$ cat src/rtl/instr_encoder_loader.sv
// instr_encoder_loader: re-encodes control-signal bundles into 16-bit
// instruction words and streams them into instruction memory.
//
// Ports:
//   clk, rst_n             clock (rising edge), async active-low reset
//   start, base_addr       begin a load session at base_addr (IDLE only)
//   in_valid/in_ready      input bundle handshake, in_last marks final bundle
//   in_reg_write .. in_branch, in_alu_op, in_rd, in_rs1, in_rs2_imm
//                          control bundle and register/immediate fields
//   imem_we/addr/wdata     instruction-memory write port, imem_ready backpressure
//   busy, done             session status; done pulses on the final cycle
//   err_illegal, err_count illegal bundle pulse and saturating session count
//   word_count             words written this session
module instr_encoder_loader #(
  parameter int unsigned ADDR_W     = 8,
  parameter int unsigned FIFO_DEPTH = 4
) (
  input  logic              clk,
  input  logic              rst_n,
  input  logic              start,
  input  logic [ADDR_W-1:0] base_addr,
  input  logic              in_valid,
  output logic              in_ready,
  input  logic              in_last,
  input  logic              in_reg_write,
  input  logic              in_mem_write,
  input  logic              in_alu_src,
  input  logic              in_mem_to_reg,
  input  logic              in_branch,
  input  logic [2:0]        in_alu_op,
  input  logic [3:0]        in_rd,
  input  logic [3:0]        in_rs1,
  input  logic [3:0]        in_rs2_imm,
  output logic              imem_we,
  output logic [ADDR_W-1:0] imem_addr,
  output logic [15:0]       imem_wdata,
  input  logic              imem_ready,
  output logic              busy,
  output logic              done,
  output logic              err_illegal,
  output logic [7:0]        err_count,
  output logic [ADDR_W:0]   word_count
);

  localparam int unsigned WORD_W = 16;
  localparam int unsigned PTR_W  = (FIFO_DEPTH > 1) ? $clog2(FIFO_DEPTH) : 1;
  localparam int unsigned CNT_W  = PTR_W + 1;

  typedef enum logic [1:0] {
    S_IDLE  = 2'd0,
    S_LOAD  = 2'd1,
    S_DRAIN = 2'd2
  } state_e;

  state_e              state_q, state_d;
  logic [ADDR_W-1:0]   addr_q, addr_d;
  logic [7:0]          err_count_q, err_count_d;
  logic [ADDR_W:0]     word_count_q, word_count_d;
  logic                err_illegal_q, err_illegal_d;
  logic [PTR_W-1:0]    wr_ptr_q, wr_ptr_d;
  logic [PTR_W-1:0]    rd_ptr_q, rd_ptr_d;
  logic [CNT_W-1:0]    count_q, count_d;
  logic [WORD_W-1:0]   mem_q [FIFO_DEPTH];
  logic [WORD_W-1:0]   mem_d [FIFO_DEPTH];

  logic [4:0]          ctrl_c;
  logic                legal_c;
  logic [3:0]          opcode_c;
  logic [WORD_W-1:0]   enc_word_c;
  logic                fifo_full_c, fifo_empty_c;
  logic                accept_c, push_c, pop_c;

  // Opcode recovery from the control bundle; NOP carries all-zero fields.
  always_comb begin
    ctrl_c     = {in_reg_write, in_mem_write, in_alu_src, in_mem_to_reg, in_branch};
    legal_c    = 1'b0;
    opcode_c   = 4'h0;
    enc_word_c = '0;
    unique case (ctrl_c)
      5'b10000: if (!in_alu_op[2])         begin legal_c = 1'b1; opcode_c = {1'b0, in_alu_op}; end
      5'b10110: if (in_alu_op == 3'b000)   begin legal_c = 1'b1; opcode_c = 4'h4; end
      5'b01100: if (in_alu_op == 3'b000)   begin legal_c = 1'b1; opcode_c = 4'h5; end
      5'b00001: if (in_alu_op == 3'b001)   begin legal_c = 1'b1; opcode_c = 4'h6; end
      5'b00000: if (in_alu_op == 3'b000)   begin legal_c = 1'b1; opcode_c = 4'h7; end
      default: ;
    endcase
    if (opcode_c == 4'h7) begin
      enc_word_c = {4'h7, 12'h000};
    end else begin
      enc_word_c = {opcode_c, in_rd, in_rs1, in_rs2_imm};
    end
  end

  // Handshakes: in_ready only depends on flops, write strobe follows memory ready.
  always_comb begin
    fifo_full_c  = (count_q == CNT_W'(FIFO_DEPTH));
    fifo_empty_c = (count_q == '0);
    in_ready     = (state_q == S_LOAD) && !fifo_full_c;
    accept_c     = in_valid && in_ready;
    push_c       = accept_c && legal_c;
    pop_c        = !fifo_empty_c && imem_ready;
    imem_we      = pop_c;
    imem_wdata   = mem_q[rd_ptr_q];
    imem_addr    = addr_q;
    busy         = (state_q != S_IDLE);
    done         = (state_q == S_DRAIN) && fifo_empty_c;
    err_illegal  = err_illegal_q;
    err_count    = err_count_q;
    word_count   = word_count_q;
  end

  // Next-state: session FSM, counters, FIFO bookkeeping.
  always_comb begin
    state_d       = state_q;
    addr_d        = addr_q;
    err_count_d   = err_count_q;
    word_count_d  = word_count_q;
    err_illegal_d = 1'b0;
    wr_ptr_d      = wr_ptr_q;
    rd_ptr_d      = rd_ptr_q;
    count_d       = count_q;
    mem_d         = mem_q;

    unique case (state_q)
      S_IDLE: begin
        if (start) begin
          state_d      = S_LOAD;
          err_count_d  = '0;
          word_count_d = '0;
        end
      end
      S_LOAD: begin
        if (accept_c && in_last) state_d = S_DRAIN;
      end
      S_DRAIN: begin
        if (fifo_empty_c) state_d = S_IDLE;
      end
      default: state_d = S_IDLE;
    endcase

    if (accept_c && !legal_c) begin
      err_illegal_d = 1'b1;
      if (err_count_q != 8'hFF) err_count_d = err_count_q + 8'd1;
    end

    if (push_c) begin
      mem_d[wr_ptr_q] = enc_word_c;
      wr_ptr_d        = wr_ptr_q + PTR_W'(1);
    end

    if (pop_c) begin
      rd_ptr_d     = rd_ptr_q + PTR_W'(1);
      addr_d       = addr_q + ADDR_W'(1);
      word_count_d = word_count_q + (ADDR_W + 1)'(1);
    end

    // Start is only honoured in IDLE where the FIFO is empty, so no pop competes.
    if (state_q == S_IDLE && start) addr_d = base_addr;

    unique case ({push_c, pop_c})
      2'b10:   count_d = count_q + CNT_W'(1);
      2'b01:   count_d = count_q - CNT_W'(1);
      default: count_d = count_q;
    endcase
  end

  always_ff @(posedge clk or negedge rst_n) begin
    if (!rst_n) begin
      state_q       <= S_IDLE;
      addr_q        <= '0;
      err_count_q   <= '0;
      word_count_q  <= '0;
      err_illegal_q <= 1'b0;
      wr_ptr_q      <= '0;
      rd_ptr_q      <= '0;
      count_q       <= '0;
      mem_q         <= '{default: '0};
    end else begin
      state_q       <= state_d;
      addr_q        <= addr_d;
      err_count_q   <= err_count_d;
      word_count_q  <= word_count_d;
      err_illegal_q <= err_illegal_d;
      wr_ptr_q      <= wr_ptr_d;
      rd_ptr_q      <= rd_ptr_d;
      count_q       <= count_d;
      mem_q         <= mem_d;
    end
  end

endmodule

$ cat config.mk
export PLATFORM = sky130hd
export DESIGN_NAME = instr_encoder_loader
export DESIGN_NICKNAME = d
export VERILOG_FILES = /design/src/rtl/instr_encoder_loader.sv
export SDC_FILE = /design/constraint.sdc
export NUM_CORES = 1
export LEC_CHECK = 0
export CORE_ASPECT_RATIO = 1.2
export CORE_UTILIZATION = 50
export DETAILED_ROUTE_END_ITERATION = 6
export DONT_BUFFER_PORTS = 1
export HOLD_SLACK_MARGIN = 0.12
export PLACE_DENSITY = 0.8
export SLEW_MARGIN = 25
export SYNTH_ARGS = -nofsm -noshare
export SYNTH_HDL_FRONTEND = slang
export SYNTH_SLANG_ARGS = --single-unit
$ cat constraint.sdc
create_clock -name clk -period 2.4 [get_ports clk]
set_input_delay 0.24 -clock clk [delete_from_list [all_inputs] [get_ports clk]]
set_output_delay 0.24 -clock clk [all_outputs]
set_load 0.02 [all_outputs]
Word-level counts from Yosys, hierarchy flattened
Index checks and enable logic that the tools add are counted.
- flip-flop bits (word level): 99
- logic and storage cells: 95
- add/sub/neg operators: 7
- order comparisons: 3
- equality and inequality tests: 15
- mux-type cells: 32
- bitwise logic cells: 2
- reduce and logical (&&, ||, !) cells: 24
- operators by type and width (cell ; count):
    $bwmux 64 ; 1
    $mux 16 ; 4
    $mux 8 ; 6
    $bmux 16 s2 ; 1
    $demux 16 s2 ; 1
    $mux 9 ; 3
    $add 8x1->8 const B ; 2
    $pmux 3 s5 ; 1
    $mux 3 ; 4
    $eq 5x5->1 const B ; 2
    $reduce_bool 2->1 ; 5
    $add 9x1->9 const B ; 1
    $logic_and 1x1->1 ; 9
    $mux 2 ; 4
    $ne 8x8->1 const B ; 1
    $ge 3x3->1 const B ; 2
    $logic_not 3->1 ; 2
    $not 2->3 ; 2
    $pmux 2 s3 ; 1
    $pmux 3 s2 ; 1
    $eq 5x1->1 const B ; 1
    $eq 5x4->1 const B ; 1
    $logic_not 5->1 ; 1
    $add 2x1->2 const B ; 2
    other kinds (17) ; 25

Depth between registers and ports, before layout
- word-level depth: 7
- mapped depth: 10
- gate-level depth less buffers: 10

Worst setup path after synthesis
No wires, ideal clock.
- path type: reg2reg
- start point: register count_q[0]
- end point: register count_q[2]
- data arrival time: 2.263 ns
- required time: 2.321 ns
- setup slack: 0.058 ns
- cell stages (with the launch flop): 11
- cells stage by stage: dfrtp_1 > or3b_1 > and4b_1 > buf_6 > nand2_1 > ha_1 > inv_1 > fa_1 > xor2_1 > nor2_1 > xor2_1
- cells in the longest elaborated chain, start to end: 7
- elaborated cells on any way between the ends: 14
- RTL lines (what ; RTL line ; RTL):
    start: declaration ; 62 ; logic [CNT_W-1:0] count_q, count_d;
    start signal: assignment ; 186 ; count_q <= count_d;
    $eq 3x3->1 ; 96 ; fifo_full_c = (count_q == CNT_W'(FIFO_DEPTH));
    $logic_not 1->1 ; 98 ; in_ready = (state_q == S_LOAD) && !fifo_full_c;
    $logic_and 1x1->1 ; 98 ;
    $logic_and 1x1->1 ; 99 ; accept_c = in_valid && in_ready;
    $logic_and 1x1->1 ; 100 ; push_c = accept_c && legal_c;
    $eq 2x1->1 / $eq 2x2->1 (equally long branches) ; 160 ; unique case ({push_c, pop_c})
    $pmux 3 s2 / $reduce_bool 2->1 (equally long branches) ; - ;
Parallel ways exist; a longest one is shown, timed or not.
A chain may end at the register's enable or synchronous reset.

Final worst setup path
- start point: register count_q[2]
- end point: register count_q[2]
Same word-level chain as after synthesis.

==> impl_summary.md <==
Finish
In the layout the commonest cells are sky130_fd_sc_hd__dfrtp_1, sky130_fd_sc_hd__mux2_4, sky130_fd_sc_hd__o21ai_0. The library cell used most frequently in the layout, excluding fill and tap cells, is sky130_fd_sc_hd__dfrtp_1. The number of diodes added for antenna fixing is 0.

Once layout is complete, the cells apart from fillers number 524. The post-layout net count is 440. The design area is 0.00544 mm2. The fraction of final layout cells with drive strength greater than 1 is 27.7%. The growth of design area from synthesis to finish is 9.63%.

Measured on the finished design, the core utilization comes to 56.9%. The number of fill cells in the layout is 802.

Global route
The maximum number of pins on one net before global-route repair is 96. The first global-routing pass estimated 15,800 um of wire. The via count of the first global-routing pass is 3,252. For this run, the total global-route usage over all layers was measured as 19.6%. Global routing consumed, on the met3 layer, 5.42% of the routing resources. The met2 track utilization from global routing is 34.2%.

The initial antenna violation count is 0. The global-route met1 utilization is 23.3%. The layer flagged by global routing as most heavily used is met2. Summed over all layers, the global routing overflow is 0.

Synthesis
The area fraction of the dominant cell type after synthesis is 47.9%. After synthesis the netlist holds a flip-flop and latch count of 95. Sequential elements use 47.9% of the synthesized area. In the post-synthesis netlist, the biggest area contributors are sky130_fd_sc_hd__dfrtp_1, sky130_fd_sc_hd__mux2_4, sky130_fd_sc_hd__mux4_2. The post-synth net total is 423. In the synthesized netlist, the number of instances is 380. The async set-reset flop share out of synthesis is 100%. Yosys mapped the design onto 51 distinct sky130hd cell types. The cell area after synthesis is 0.00496 mm2. A synthesized cell averages 13.1 um2. The post-synthesis cell type with the largest combined area is sky130_fd_sc_hd__dfrtp_1. The Yosys warning count is 0.

The dominant synthesized flop cell is sky130_fd_sc_hd__dfrtp_1. The number of enable flip-flop cells after synthesis is 0.

Clocking
The CTS root buffer is sky130_fd_sc_hd__clkbuf_16. TritonCTS built the clock tree. The number of clock buffers inserted by TritonCTS is 9.

The deepest clock path buffer count is 2. The count of clock tree sinks is 95. The number of buffers inserted for hold repair after clock tree synthesis is 10. The number of H-tree branching levels is 3.

The worst-skew pair later-pin latency is 340 ps. The clock-pin slew on the worst setup and hold paths is 70 ps.

Run
The number of max-cap violations is 0.

Worst setup path
The setup slack of the most critical reg-to-reg path is 160 ps. The cell repeated most along the worst path is sky130_fd_sc_hd__xor2_1. The count of cells along the worst register-to-register path is 9. The biggest fanout along the worst timing path is 5. For this run, the slowest stage of the critical path takes 400 ps. The data arrival time of the critical path is 2490 ps.

The slowest stage of the critical path belongs to the cell sky130_fd_sc_hd__dfrtp_2. STA classifies the critical path endpoint as a flop. On the critical path the largest part of the delay comes from simple AND/OR/NAND/NOR gates. The number of buffer and inverter stages on the critical path is 1. The critical path is of the reg2reg type. The critical path runs through a total of 9 cells. The data required time of the critical path is 2650 ps. The type of origin of the critical path is a flop. The signal on the critical path passes through or3b_4 -> and4b_1 -> nand2_2 -> ha_1 -> inv_1 -> fa_1 -> xor2_1 -> nor2_1 -> xor2_1.

Detailed routing
Using the TritonRoute via totals, the vias-per-cell ratio works out to 5.79. The first detailed-routing pass ran for 4 iterations. Once detail routing completed, the nets flagged for antenna violations numbered 0. In the routed design, unresolved DRC markers number 0. The routed wire length per instance is 18.4 um. The via total after detailed routing is 3,034.

The final layout contains routed wiring with a total length of 9660 um. The first routing iteration left 100 violations.

Timing
The actual slew at the worst max-slew pin is 818 ps. The worst path needs 2240 ps of the cycle, external delays included. The number of failing hold endpoints at the final stage is 95. The total negative slack for setup checks is 0 ps. Static timing analysis puts the maximum clock frequency at 446 MHz. The worst slew margin relative to its limit is 45.5%. The total of endpoints with negative setup slack in the final report is 0. The largest clock skew in the final design is 7.90 ps. Setup repair after global routing left no endpoint under its margin. The share of the cycle needed by the critical path after routing is 93.5%.

Across all hold checks on the routed design, the worst slack comes to -409 ps. The total count of max-transition violations in the final report is 0.

Die
The core footprint is 0.00956 mm2. The cell row count is 39. The overall die height is 111 um. The I/O pin count is 80. The x dimension of the die is 93.0 um. Once the floorplan was initialized, standard cells occupied 51.9% of the core. The floorplan step defined a die boundary enclosing 0.0103 mm2.

Power
Dividing total power by cell area gives a power density of 935 mW/mm2. The fraction of power consumed by the clock network is 26.5%. The internal power of the cells is 3.31 mW. The switching power is 1.78 mW.

Per report_power, the combinational group accounts for 27.5% of the total. For this design the static power due to leakage is 2.55 nW. The net switching fraction of the power is 35.0%. The peak supply drop is 0.000654 V.

The share of total power dissipated in sequential elements is 46.1%.

Outcome
The run finished, with violations left. The checks that failed: negative hold slack.

Placed design
The congestion estimate from routability-driven global placement came to 0.812. After detailed placement, the design holds a cell count of 499. The post-place instance area is 0.00505 mm2.

During placement, the flow inserted port buffers numbering 0. Detailed placement ended at an HPWL of 6300 um.

Hold path
The tightest min-delay check is of the in2async type.
==> flip-flops by register name (all words and copies together) (netlist names) <==
| name | cells |
|---|---|
| err_count | 8 |
| mem_q | 60 |
| rd_ptr_q | 2 |
| count_q | 3 |
| wr_ptr_q | 2 |
| word_count | 9 |
| state_q | 2 |
| err_illegal | 1 |
| imem_addr | 8 |
==> stage by stage <==
stage / power [mW] / worst slack, ps
2_1_floorplan: 3.40 / 57.8
5_1_grt: 5.38 / 23.4
3_5_place_dp: 3.75 / 103
4_1_cts: 5.12 / 88.3
6_report: 5.09 / 157
3_3_place_gp: 3.69 / 175
==> worst paths after layout <==
kind,end,startpoint
max in group asynchronous,mem_q[42]$_DFFE_PN0P_,rst_n
min in group clk,mem_q[50]$_DFFE_PN0P_,in_rs2_imm[2]
hold / removal,mem_q[39]$_DFFE_PN0P_,rst_n
hold reg to reg,mem_q[0]$_DFFE_PN0P_,mem_q[0]$_DFFE_PN0P_
setup / recovery,count_q[2]$_DFFE_PN0P_,count_q[2]$_DFFE_PN0P_
setup reg to reg,count_q[2]$_DFFE_PN0P_,count_q[2]$_DFFE_PN0P_
==> power groups by stage <==
stage	clock network (mW)	logic, mW	registers, mW
after floorplan	0	1.12	2.27
after detailed placement	0	1.38	2.37
after global placement	0	1.34	2.35
after global routing	1.45	1.54	2.39
final	1.35	1.40	2.34
after CTS	1.38	1.40	2.34
==> cell usage after synthesis (all sizes together) (2+ instances only) <==
library cell,instances
dfrtp,95
mux2,58
o21ai,36
nand2,32
nor2,19
and2,17
mux4,15
inv,12
nand3,11
xnor2,9
buf,8
clkbuf,8
ha,8
nor4,7
xor2,7
a31oi,4
a221o,3
and3,3
nand4,3
a21oi,2
and4b,2
mux2i,2
nor3,2
o311ai,2
==> layer usage <==
metal	part of all wire (%)	vias to the layer above
met5	0	-
met3	5.3	9
met4	0.96	0
li1	-	1395
met2	52	81
met1	42	1549
==> kinds of logic after synthesis <==
logic type	after synthesis	share of synthesized area (%)
fa+ha+maj	9	2.42
compound gates	52	6.28
xor+xnor	16	2.82
other cells	1	0.0756
mux	75	23.4
simple gates	104	13.1
flops	95	47.9
buf+inv	28	4.01
==> timing repair <==
item,in CTS,in global routing
setup endpoints to repair,0,1
gates resized for setup,0,3
endpoints found under the hold margin,105,95
buffers inserted,0,0
==> final cells by class <==
cell class                      count  area, um2  area share (%)
Clock buffer                       11        253            4.64
Clock inverter                      4       28.8           0.529
Inverter                           12       45.0           0.828
Multi-Input combinational cell    257       2390            44.0
Sequential cell                    95       2380            43.7
Tap cell                          123        154            2.83
Timing Repair Buffer               22        190            3.50
(Power assumes the default switching activity.)
